--- src/rtl/lifo_stream_reader.sv ---
// lifo_stream_reader: pops words from sc_lifo on start, re-times the LIFO's
// registered read data through a 4-entry buffer and emits them as a
// valid/ready packet, tagging the final word with m_last.
module lifo_stream_reader #(
    parameter int unsigned DATA_WIDTH = 32,
    parameter int unsigned LEN_WIDTH  = 11
) (
    input  logic                  clk,
    input  logic                  reset,
    input  logic                  start,
    input  logic [LEN_WIDTH-1:0]  len,
    output logic                  busy,
    output logic                  done,
    output logic                  lifo_rd,
    input  logic [DATA_WIDTH-1:0] lifo_data,
    input  logic                  lifo_empty,
    input  logic [LEN_WIDTH-1:0]  lifo_words,
    output logic                  m_valid,
    output logic [DATA_WIDTH-1:0] m_data,
    output logic                  m_last,
    input  logic                  m_ready,
    output logic [LEN_WIDTH-1:0]  words_sent
);

    localparam int unsigned BUF_DEPTH = 4;
    localparam int unsigned PTR_W     = 2;
    localparam int unsigned CNT_W     = 3;

    typedef enum logic [1:0] {
        S_IDLE  = 2'd0,
        S_DRAIN = 2'd1,
        S_FLUSH = 2'd2
    } state_t;

    state_t                r_state;
    logic [LEN_WIDTH-1:0]  r_remaining;
    logic                  r_mode_all;
    logic                  r_first;
    logic                  r_inflight;
    logic                  r_inflight_last;
    logic [DATA_WIDTH-1:0] r_buf_data [BUF_DEPTH];
    logic [BUF_DEPTH-1:0]  r_buf_last;
    logic [PTR_W-1:0]      r_wr_ptr;
    logic [PTR_W-1:0]      r_rd_ptr;
    logic [CNT_W-1:0]      r_buf_cnt;
    logic                  r_busy;
    logic                  r_done;
    logic [LEN_WIDTH-1:0]  r_words_sent;

    logic                  w_issue;
    logic                  w_tag;
    logic                  w_push;
    logic                  w_pop;
    logic [CNT_W-1:0]      w_occupancy;
    logic [CNT_W-1:0]      w_cnt_next;

    // Pop decision: a buffer slot is reserved for every word already in flight
    always_comb begin
        w_occupancy = r_buf_cnt + CNT_W'(r_inflight);
        w_issue     = (r_state == S_DRAIN) && !lifo_empty
                      && (w_occupancy < CNT_W'(BUF_DEPTH))
                      && (r_mode_all || (r_remaining != '0));
        w_tag       = r_mode_all ? (lifo_words == LEN_WIDTH'(1))
                                 : (r_remaining == LEN_WIDTH'(1));
        w_push      = r_inflight;
        w_pop       = (r_buf_cnt != '0) && m_ready;
        w_cnt_next  = r_buf_cnt + CNT_W'(w_push) - CNT_W'(w_pop);
    end

    // Control FSM, capture buffer and beat counter
    always_ff @(posedge clk) begin
        if (reset) begin
            r_state         <= S_IDLE;
            r_remaining     <= '0;
            r_mode_all      <= 1'b0;
            r_first         <= 1'b0;
            r_inflight      <= 1'b0;
            r_inflight_last <= 1'b0;
            for (int i = 0; i < BUF_DEPTH; i++) begin
                r_buf_data[i] <= '0;
            end
            r_buf_last      <= '0;
            r_wr_ptr        <= '0;
            r_rd_ptr        <= '0;
            r_buf_cnt       <= '0;
            r_busy          <= 1'b0;
            r_done          <= 1'b0;
            r_words_sent    <= '0;
        end else begin
            r_done          <= 1'b0;
            r_inflight      <= w_issue;
            r_inflight_last <= w_issue && w_tag;

            if (w_push) begin
                r_buf_data[r_wr_ptr] <= lifo_data;
                r_buf_last[r_wr_ptr] <= r_inflight_last;
                r_wr_ptr             <= r_wr_ptr + PTR_W'(1);
            end
            if (w_pop) begin
                r_rd_ptr <= r_rd_ptr + PTR_W'(1);
                if (r_words_sent != '1) begin
                    r_words_sent <= r_words_sent + LEN_WIDTH'(1);
                end
            end
            r_buf_cnt <= w_cnt_next;

            case (r_state)
                S_IDLE: begin
                    if (start) begin
                        r_remaining  <= len;
                        r_mode_all   <= (len == '0);
                        r_first      <= 1'b1;
                        r_words_sent <= '0;
                        r_busy       <= 1'b1;
                        r_state      <= S_DRAIN;
                    end
                end
                S_DRAIN: begin
                    r_first <= 1'b0;
                    if (w_issue) begin
                        if (!r_mode_all) begin
                            r_remaining <= r_remaining - LEN_WIDTH'(1);
                        end
                        if (w_tag) begin
                            r_state <= S_FLUSH;
                        end
                    end else if (r_mode_all && r_first && lifo_empty) begin
                        // Nothing to drain: finish without emitting a beat
                        r_busy  <= 1'b0;
                        r_done  <= 1'b1;
                        r_state <= S_IDLE;
                    end
                end
                S_FLUSH: begin
                    if (!r_inflight && (w_cnt_next == '0)) begin
                        r_busy  <= 1'b0;
                        r_done  <= 1'b1;
                        r_state <= S_IDLE;
                    end
                end
                default: begin
                    r_state <= S_IDLE;
                end
            endcase
        end
    end

    assign lifo_rd    = w_issue;
    assign m_valid    = (r_buf_cnt != '0);
    assign m_data     = r_buf_data[r_rd_ptr];
    assign m_last     = r_buf_last[r_rd_ptr];
    assign busy       = r_busy;
    assign done       = r_done;
    assign words_sent = r_words_sent;

endmodule

--- config.mk ---
export PLATFORM = sky130hd
export DESIGN_NAME = lifo_stream_reader
export DESIGN_NICKNAME = d
export VERILOG_FILES = /design/src/rtl/lifo_stream_reader.sv
export SDC_FILE = /design/constraint.sdc
export NUM_CORES = 1
export LEC_CHECK = 0
export ABC_CLOCK_PERIOD_IN_PS = 3000
export CAP_MARGIN = 10
export CORE_MARGIN = 2
export CORE_UTILIZATION = 53
export DETAILED_ROUTE_END_ITERATION = 10
export MAX_ROUTING_LAYER = met4
export PLACE_DENSITY = 0.78
export REMOVE_ABC_BUFFERS = 1
export SYNTH_ARGS = -nofsm -noshare
export SYNTH_HDL_FRONTEND = slang
export SYNTH_SLANG_ARGS = --single-unit
--- constraint.sdc ---
create_clock -name clk -period 3 [get_ports clk]
set_clock_uncertainty 0.15 [all_clocks]
set_input_delay 0.45 -clock clk [delete_from_list [all_inputs] [get_ports clk]]
set_output_delay 0.45 -clock clk [all_outputs]
set_load 0.02 [all_outputs]
=== Word level (Yosys, flattened, before mapping) ===
Memories as Yosys holds them, arrays and structs flattened. A register that Yosys moved wholly into a read port is not among the register bits.
Cells that the tools add are included.

* Register bits: 41
* Bits in writable memories: 128
* Input bits: 59
* Output and inout port bits: 48
* Logic and storage cells: 102
* Memories: 1

{| class="wikitable"
|+ Memories
! memory !! depth !! width !! rd ports !! clocked after memory_dff !! wr ports !! line !! text
|-
| r_buf_data || 4 || 32 || 1 || 1 || 4 || 41 || <nowiki>logic [DATA_WIDTH-1:0] r_buf_data [BUF_DEPTH];</nowiki>
|}

* Add/subtract/negate cells: 6
* Order comparisons: 4
* Equality and inequality tests: 13
* Muxes and demuxes: 40
* Reductions and logical operators: 25

{| class="wikitable"
|+ Operators with widths
! kind !! count
|-
| 2-to-1 mux 11 bit || 7
|-
| 2-to-1 mux 32 bit || 1
|-
| OR reduction 32 bit || 1
|-
| equality test 11 x 1 -> 1 bit, second input constant || 2
|-
| one-hot mux 11 bit (2 select lines) || 1
|-
| 2-to-1 mux 1 bit || 16
|-
| 2-to-1 mux 2 bit || 8
|-
| adder 11 x 1 -> 11 bit, second input constant || 1
|-
| zero test 11 bit || 1
|-
| inequality test 11 bit, second input constant || 1
|-
| nonzero test 11 bit || 1
|-
| subtractor 11 x 1 -> 11 bit, second input constant || 1
|-
| inequality test 2 bit, second input constant || 5
|-
| logical AND 1 bit || 9
|-
| AND reduction 4 bit || 2
|-
| < comparator 2 x 3 -> 1 bit, second input constant || 2
|-
| one-hot mux 2 bit (3 select lines) || 1
|-
| nonzero test 3 bit || 2
|-
| AND reduction 5 bit || 1
|-
| adder 2 x 1 -> 2 bit, second input constant || 2
|-
| bitwise mux 4 bit || 1
|-
| one-hot mux 1 bit (2 select lines) || 2
|-
| AND reduction 2 bit || 2
|-
| adder 3 x 1 -> 3 bit || 1
|-
| other kinds (16) || 17
|}

=== Logic depth before layout (Yosys ltp) ===
Gate-level depths: netlist (run 1).

* Word-level depth: 7
* Depth in mapped cells: 10
* Gate-level depth less buffers: 9

=== Worst setup path after synthesis (run 1) ===
Ideal clock, no wire load.

* Path type: register to register
* Start point: register r_buf_cnt[2]
* End point: register r_busy (netlist: busy)
* Setup time: 0.091 ns
* Arrival time: 2.442 ns
* Data required time: 2.759 ns
* Slack: 0.317 ns
* Cell stages (with the launch flop): 10
* Cells stage by stage: dfxtp_1 -> o31ai_1 -> inv_1 -> ha_1 -> ha_1 -> xnor3_1 -> nand4b_1 -> a221oi_1 -> a21oi_1 -> a311oi_1

* Longest elaborated chain between the ends: 7
* Elaborated cells between the ends (all ways): 12

{| class="wikitable"
|+ Ends and longest elaborated chain
! item !! line !! text
|-
| start, declared || 45 || <nowiki>logic [CNT_W-1:0] r_buf_cnt;</nowiki>
|-
| start signal, assigned || 105 || <nowiki>r_buf_cnt <= w_cnt_next;</nowiki>
|-
| nonzero test 3 bit || 66 || <nowiki>w_pop = (r_buf_cnt != '0) && m_ready;</nowiki>
|-
| logical AND 1 bit || 66 ||
|-
| named net w_pop || 53 || <nowiki>logic w_pop;</nowiki>
|-
| subtractor 3 x 1 -> 3 bit || 67 || <nowiki>w_cnt_next = r_buf_cnt + CNT_W'(w_push) - CNT_W'(w_pop);</nowiki>
|-
| zero test 3 bit || 135 || <nowiki>if (!r_inflight && (w_cnt_next == '0)) begin</nowiki>
|-
| logical AND 1 bit || 135 ||
|-
| inequality test 2 bit (no source line) || n/a ||
|-
| AND reduction 5 bit (no source line) || n/a ||
|-
| end signal, assigned || 114 || <nowiki>r_busy <= 1'b1;</nowiki>
|-
| end signal, assigned || 129 || <nowiki>r_busy <= 1'b0;</nowiki>
|-
| end signal, assigned || 136 || <nowiki>r_busy <= 1'b0;</nowiki>
|-
| end, declared || 46 || <nowiki>logic r_busy;</nowiki>
|}

The timed path passes the listed nets, and every way through them passes these cells.
A chain may end at the register's enable or synchronous reset.

==> results.txt, run 1 <==
- Row count: 44
* Number of buffers created by CTS: 17
- In this run the standard cell core region covers 14,420 um^2.
- For this block, the via count after detailed routing is 5,096.
- Combined area of all synthesized cells: 7775 um^2
- Setup slack closes at 0.2111 ns.
- WHS Endpoint: r_buf_last[3]
- Timing-limited maximum frequency: 358.6 MHz
- Destination of the worst register-to-register timing path: busy
- Result of the run: complete, no violations
* Max rail drop VDD: 516.6 uV
* Path type of the worst min-delay path: flip-flop to flip-flop
* Area Overhead vs Synth: 26.83%
* Die Y: 125.1 um
* Startpoint of the worst register-to-register path: r_buf_cnt[2]
- Max clock buf depth: 2
- Detailed placement ended at an HPWL of 9.705 mm.
- Most frequently used flop master after synthesis: sky130_fd_sc_hd__edfxtp_1
* Placer's final routability congestion estimate: 0.8322
* Busiest metal layer after global routing: met2
- For this run the aggregate overflow at the end of global routing stands at 0.
- Number of cells traversed by the worst register-to-register path: 9
* Global Route met3 Usage: 4.621%
* GR Layer Usage met1: 26.24%
* Post-Route Setup TNS: 0 ns
- RSZ-0062 raised after global routing: no
- Max-slew headroom: 64.94%
- Minimum period implied by the final worst setup slack: 2.789 ns
- The final hold violation count came to 0.
* Pin count of the biggest net entering global routing: 42
* Worst reg-to-reg setup slack: 0.30 ns
* Starting density of the core: 53.90%
- For the pin with the worst max-slew slack, the measured transition is 0.5210 ns.
* Critical path endpoint category: output port
* Synthesized area per cell: 13.16 um^2
- The layout has 1,028 filler cells.
- Die footprint: 15,660 um^2
- Before CTS, the worst setup slack after placement is 0.1024 ns.
* Number of remaining DRC errors: 0
* Required time of the critical path: 2.40 ns
* Ratio of cells with drive above 1 in the final layout: 13.11%
- Number of antenna violations at the first check in global routing: 2
- In the synthesized netlist the async set-or-reset flop fraction comes to 0%.
- Final hold analysis gives a worst-case slack of 0.3213 ns.
- Average vias per placed instance: 5.643
* Clk pin slew, worst setup/hold paths: 0.06 ns
* Final setup violation count: 0
* Final period util: 92.96%
- Hold wc startpoint: r_buf_last[3]
- Vias in the first global route: 5,125
- Critical Path Fanout Max: 32
- Global routing consumed, over all layers together, 22.00% of the routing resources.
* Startpoint kind of the worst setup timing path: flip-flop
- The clock tree synthesis step divided the H-tree into 4 levels.
* TritonCTS clock tree: done
- Leakage power: 3.589 nW
* Antenna Nets Post-Route: 0
* Number of post-CTS setup repair buffers: 0
- Final wirelength: 16.16 mm
- Crit Path Category: flip-flop to output port
* Final slew viol count: 0
- Multi-input logic area: 2902 um^2
- Counting flops with a built-in enable in the synthesized netlist gives 128.
- Layout Nets: 779
* Reported max-cap violation count: 0
- Detailed-router iteration count before antenna repair: 4
- First DRT Iteration DRCs: 363
- For this run, the number of Yosys warnings is 0.
* Met2 GRT Util: 37.28%
* Distinct cell type count after synthesis: 49
* Clock net sink count: 171
* PD cells: 730.7 nW/um^2
* Sequential-to-total area share from yosys stat: 60.51%
- Gate count of the mapped netlist: 591
- In this run the count of I/O pins placed on the die edge is 107.
- Final routed wire length divided by cell count: 17.89 um
- Storage element area: 4707 um^2
* Post-route core utilization: 68.36%
- Root Buffer: sky130_fd_sc_hd__clkbuf_16
- The first global-routing pass estimated 25.96 mm of wire.
- Number of instances on the worst hold path: 2
* Clock latency on the worst-skew pair: 0.42 ns
* Data arrival at the endpoint of the critical path: 2.19 ns
* Number of synthesized register bits: 171
- Die extent in x: 125.1 um
- The library cells used most frequently in the layout, excluding fill and tap cells, are sky130_fd_sc_hd__and2_1 (128), sky130_fd_sc_hd__edfxtp_1 (128), sky130_fd_sc_hd__clkdlybuf4s50_1 (105).
* Number of I/O port buffers: 106
## worst max-delay path, stage by stage, from the launching register on
cell,delay [ns]
sky130_fd_sc_hd__dfxtp_2,0.34
sky130_fd_sc_hd__buf_12,0.27
sky130_fd_sc_hd__mux4_2,0.54
sky130_fd_sc_hd__clkdlybuf4s50_1,0.60
## power by group
group | leakage (nW) | switching (mW) | internal (mW) | total [mW]
logic | 1.57 | 0.932 | 0.841 | 1.77
registers | 1.67 | 0.113 | 2.73 | 2.84
clock network | 0.343 | 0.868 | 1.72 | 2.59
total | 3.59 | 1.91 | 5.29 | 7.21
## cell usage after synthesis, drive strengths merged, types with 9 or more instances
cell type / n / area, um^2
and2: 129 / 807.0
edfxtp: 128 / 3844
dfxtp: 43 / 860.8
mux4: 33 / 743.2
a21oi: 28 / 140.1
nor2: 28 / 105.1
clkbuf: 23 / 86.33
nand2: 23 / 86.33
ha: 16 / 200.2
inv: 15 / 56.30
nor3: 12 / 60.06
nand3: 11 / 55.05
o21ai: 10 / 50.05
buf: 9 / 43.79
nand2b: 9 / 56.30
## how the worst max path moves through the flow
| stage | end | slack (ns) | cells after the start | from |
|---|---|---|---|---|
| global route | busy | 0.02 | 9 | r_buf_cnt[2] |
| CTS | m_data[10] | 0.17 | 3 | flip-flop |
| global placement | busy | 0.20 | 10 | m_ready |
| finish | m_data[10] | 0.21 | 3 | flip-flop |
| detailed placement | busy | 0.10 | 10 | m_ready |
| floorplan | r_buf_data[1][0] | 0.07 | 3 | r_inflight |
## cell families (layout without fill, tap and decap cells)
logic type,Yosys count,after routing,synth area share (%)
xor+xnor,13,13,1.641
simple gates,249,249,18.25
mux,38,38,10.20
other cells,0,2,0
flops,171,171,60.51
compound gates,57,57,4.426
buf+inv,47,173,2.398
fa+ha+maj,16,16,2.575
## state kept, by name, summed over array words and instances (netlist names), 2 cells and up, named ones only
name and flops:
words_sent 11, r_state 2, r_buf_last 4, r_buf_cnt 3, r_rd_ptr 2, r_remaining 11, r_wr_ptr 2, r_buf_data 128
## final cells by class
class	instances	share of cell area [%]
multi-input combinational	373	29.43
timing repair buffer	126	12.78
antenna	2	0.05075
clock buffer	18	4.352
clock inverter	14	2.753
sequential	171	47.74
tap	184	2.335
inverter	15	0.5710
## per-stage QoR
stage / area [um^2] / instances / power (mW)
5_1_grt: 9861 / 903 / 7.509
3_5_place_dp: 9156 / 869 / 4.666
4_1_cts: 9856 / 901 / 7.248
3_3_place_gp: 9156 / 869 / 4.615
2_1_floorplan: 7645 / 559 / 3.960
6_report: 9861 / 903 / 7.205
## metal layers
layer / up-vias / part of all wire, %
li1: 2378 / -
met1: 2523 / 42
met2: 171 / 51
met3: 24 / 5.4
met4: 0 / 1.6
met5: - / 0
## repair_timing
item | CTS | global route
hold buffers | 0 | 0
resized for setup | 1 | 0
endpoints found under the setup margin | 1 | 0
Note: power is estimated with default switching activity, not from simulation.
==> run 2, diff against run 1 <==
Settings changed: ABC_CLOCK_PERIOD_IN_PS 3000 to 2600.
Clock period 3 ns to 2.6 ns, I/O delays scaled along.
==> run 2 against run 1 <==
Compared with the run above:
- via count rose by 0.24%
- die area did not move
- sequential power rose by 16%
- final cell count rose by 0.33%
- critical path type unchanged
==> results.txt, run 2 (synthesis gave the netlist of run 1 again) <==
* Result of the run: complete, no violations
- Along the worst path, the maximum fanout reaches 32.
- Met1 routed wirelength after detailed routing: 6.863 mm
- Clock net sink count: 171
* Post-placement cell area: 9174 um^2
- Filler Cell Count: 1,050
- Global-route usage over all layers: 22.32%
- Summed over all nets, wire length on met2 after detailed routing comes to 8.380 mm.
- Final setup violation count: 0
* Max rail drop VDD: 580.9 uV
- Once detailed placement completed, the half-perimeter wirelength came to 10.50 mm.
* Total met3 wirelength after detailed routing: 1.065 mm
- Entering global routing, the biggest net connects 34 pins.
* Layout Nets: 784
- Root Buffer: sky130_fd_sc_hd__clkbuf_16
- STA puts the critical path data arrival time at 1.95 ns.
- Summed over all cells, the static leakage comes to 3.622 nW.
- CTS built an H-tree with a depth of 4.
- Timing-limited maximum frequency: 401.5 MHz
- After clock tree synthesis, the clock-pin slew on the worst setup and hold paths is 0.06 ns.
- The worst hold path belongs to the class flip-flop to flip-flop.
* Final wirelength: 16.45 mm
* Die footprint: 15,660 um^2
- Of the available clock period, the critical path in the final layout requires 95.78%.
- Wire length of the first global-routing pass: 26.50 mm
- Grt ovf: 0
- After detailed routing, the number of remaining DRC violations is 0.
- The congestion estimate from routability-driven global placement came to 0.8402.
- Final antenna diode count: 0
* Die Y: 125.1 um
- Hold_ws: 0.3193 ns
- In this run the remaining antenna-violating nets after routing total 0.
- After the first detailed-routing iteration, the DRC count stood at 405.
* PD cells: 806.1 nW/um^2
- The clock passes through at most 2 buffers.
* Largest stage delay, worst path: 0.58 ns
* Required time of the critical path: 2.06 ns
* Number of I/O port buffers: 106
- Vias in the first global route: 5,186
- Number of instances on the worst hold path: 2
- Max reg flops: 128
- In this run, CTS created clock tree buffers numbering 17.
* Area Overhead vs Synth: 25.04%
* Critical path endpoint category: output port
- TritonCTS built the clock tree.
- Minimum period implied by the final worst setup slack: 2.490 ns
* Critical Path Slowest Stage Cell: sky130_fd_sc_hd__mux4_2
- The first detailed-routing pass took 5 iterations.
- In this run the core area contains 44 standard-cell rows.
* Final cell area excluding filler cells: 9722 um^2
* Register containing the most flip-flops in the final layout: r_buf_data
- During I/O placement, the number of pins put on the boundary was 107.
- Max-slew headroom: 36.73%
- Measured slew at the worst slew-check pin: 0.9448 ns
* Count of placed standard cells including taps: 873
- Crit Path Category: flip-flop to output port
* Cells along the critical path: buf_12 > mux4_2 > dlygate4sd2_1
- The worst setup path is launched from a flip-flop.
* Number of antenna violations at the first check in global routing: 0
* Clock latency on the worst-skew pair: 0.42 ns
- The worst register-to-register path has a depth of 8.
- Highest-count cells in the layout ignoring fill and taps: sky130_fd_sc_hd__and2_1 (128), sky130_fd_sc_hd__edfxtp_1 (128), sky130_fd_sc_hd__clkdlybuf4s50_1 (73)
* Final Hold Viols: 0
- Detailed routing inserted a total of 5,108 vias.
- Total design power: 7.837 mW
- Max-cap violations in this run came to 0.
* Top layer reached by signal wires: met4
* Die extent in x: 125.1 um
- The finished layout holds 906 standard cells, fillers aside.
* Starting density of the core: 53.90%
- Final routed wire length divided by cell count: 18.15 um
- Ratio of cells with drive above 1 in the final layout: 13.99%
* Average vias per placed instance: 5.638
- Placeable core region: 14,420 um^2
* Final slew viol count: 0
[run 2: cell count changes in the layout (fill, tap and decap cells not counted), sizes merged]
cell,change
diode,-2
clkinv,+2
bufinv,-6
dlygate4sd2,+31
buf,+6
clkdlybuf4s50,-32
clkinvlp,+1
inv,+3
[run 2: final timing paths]
check | from | endpoint | slack (ns)
max | flip-flop | m_data[30] | 0.11
min | r_buf_last[2] | r_buf_last[2] | 0.32
max reg2reg | r_inflight | r_remaining[4] | 0.12
min reg2reg | r_buf_last[2] | r_buf_last[2] | 0.32
[run 2: stage by stage]
stage / worst slack [ns] / setup TNS, ns / util [%]
4_1_cts: 0.03137 / 0 / 67.27
5_1_grt: -0.03139 / -0.03497 / 67.40
3_3_place_gp: -0.03915 / -0.03915 / 63.60
3_5_place_dp: -0.2197 / -0.4118 / 63.60
2_1_floorplan: -0.3336 / -36.08 / -
6_report: 0.1096 / 0 / 67.40
[run 2: layer usage]
layer  vias to the layer above  GRT usage (%)
li1                       2385              -
met1                      2525          26.97
met2                       187          37.60
met3                        11          5.605
met4                         0          6.209
met5                         -              -
[run 2: power breakdown]
group / internal [mW] / switching [mW]
registers: 3.15 / 0.136
logic: 0.956 / 1.13
clock network: 1.42 / 1.05
total: 5.53 / 2.31
[run 2: critical path: cells and delay by family (launching register included)]
family | cells | cell delay [ns]
muxes | 1 | 0.58
DFF | 1 | 0.34
buffers and inverters | 2 | 0.60
[run 2: cell type report]
class,instances,area (um^2),share of cell area (%)
Inverter,15,56.30,0.5792
Tap cell,184,230.2,2.368
Timing Repair Buffer,131,1241,12.77
Clock inverter,14,145.1,1.493
Multi-Input combinational cell,373,2913,29.96
Sequential cell,171,4707,48.42
Clock buffer,18,429.2,4.414
[run 2: what timing repair did]
item / CTS / global route
buffers inserted: 0 / 1
gates resized for setup: 36 / 3
hold buffers: 0 / 0
gates cloned: 0 / 0
pin swaps: 0 / 2
endpoints found under the setup margin: 33 / 3
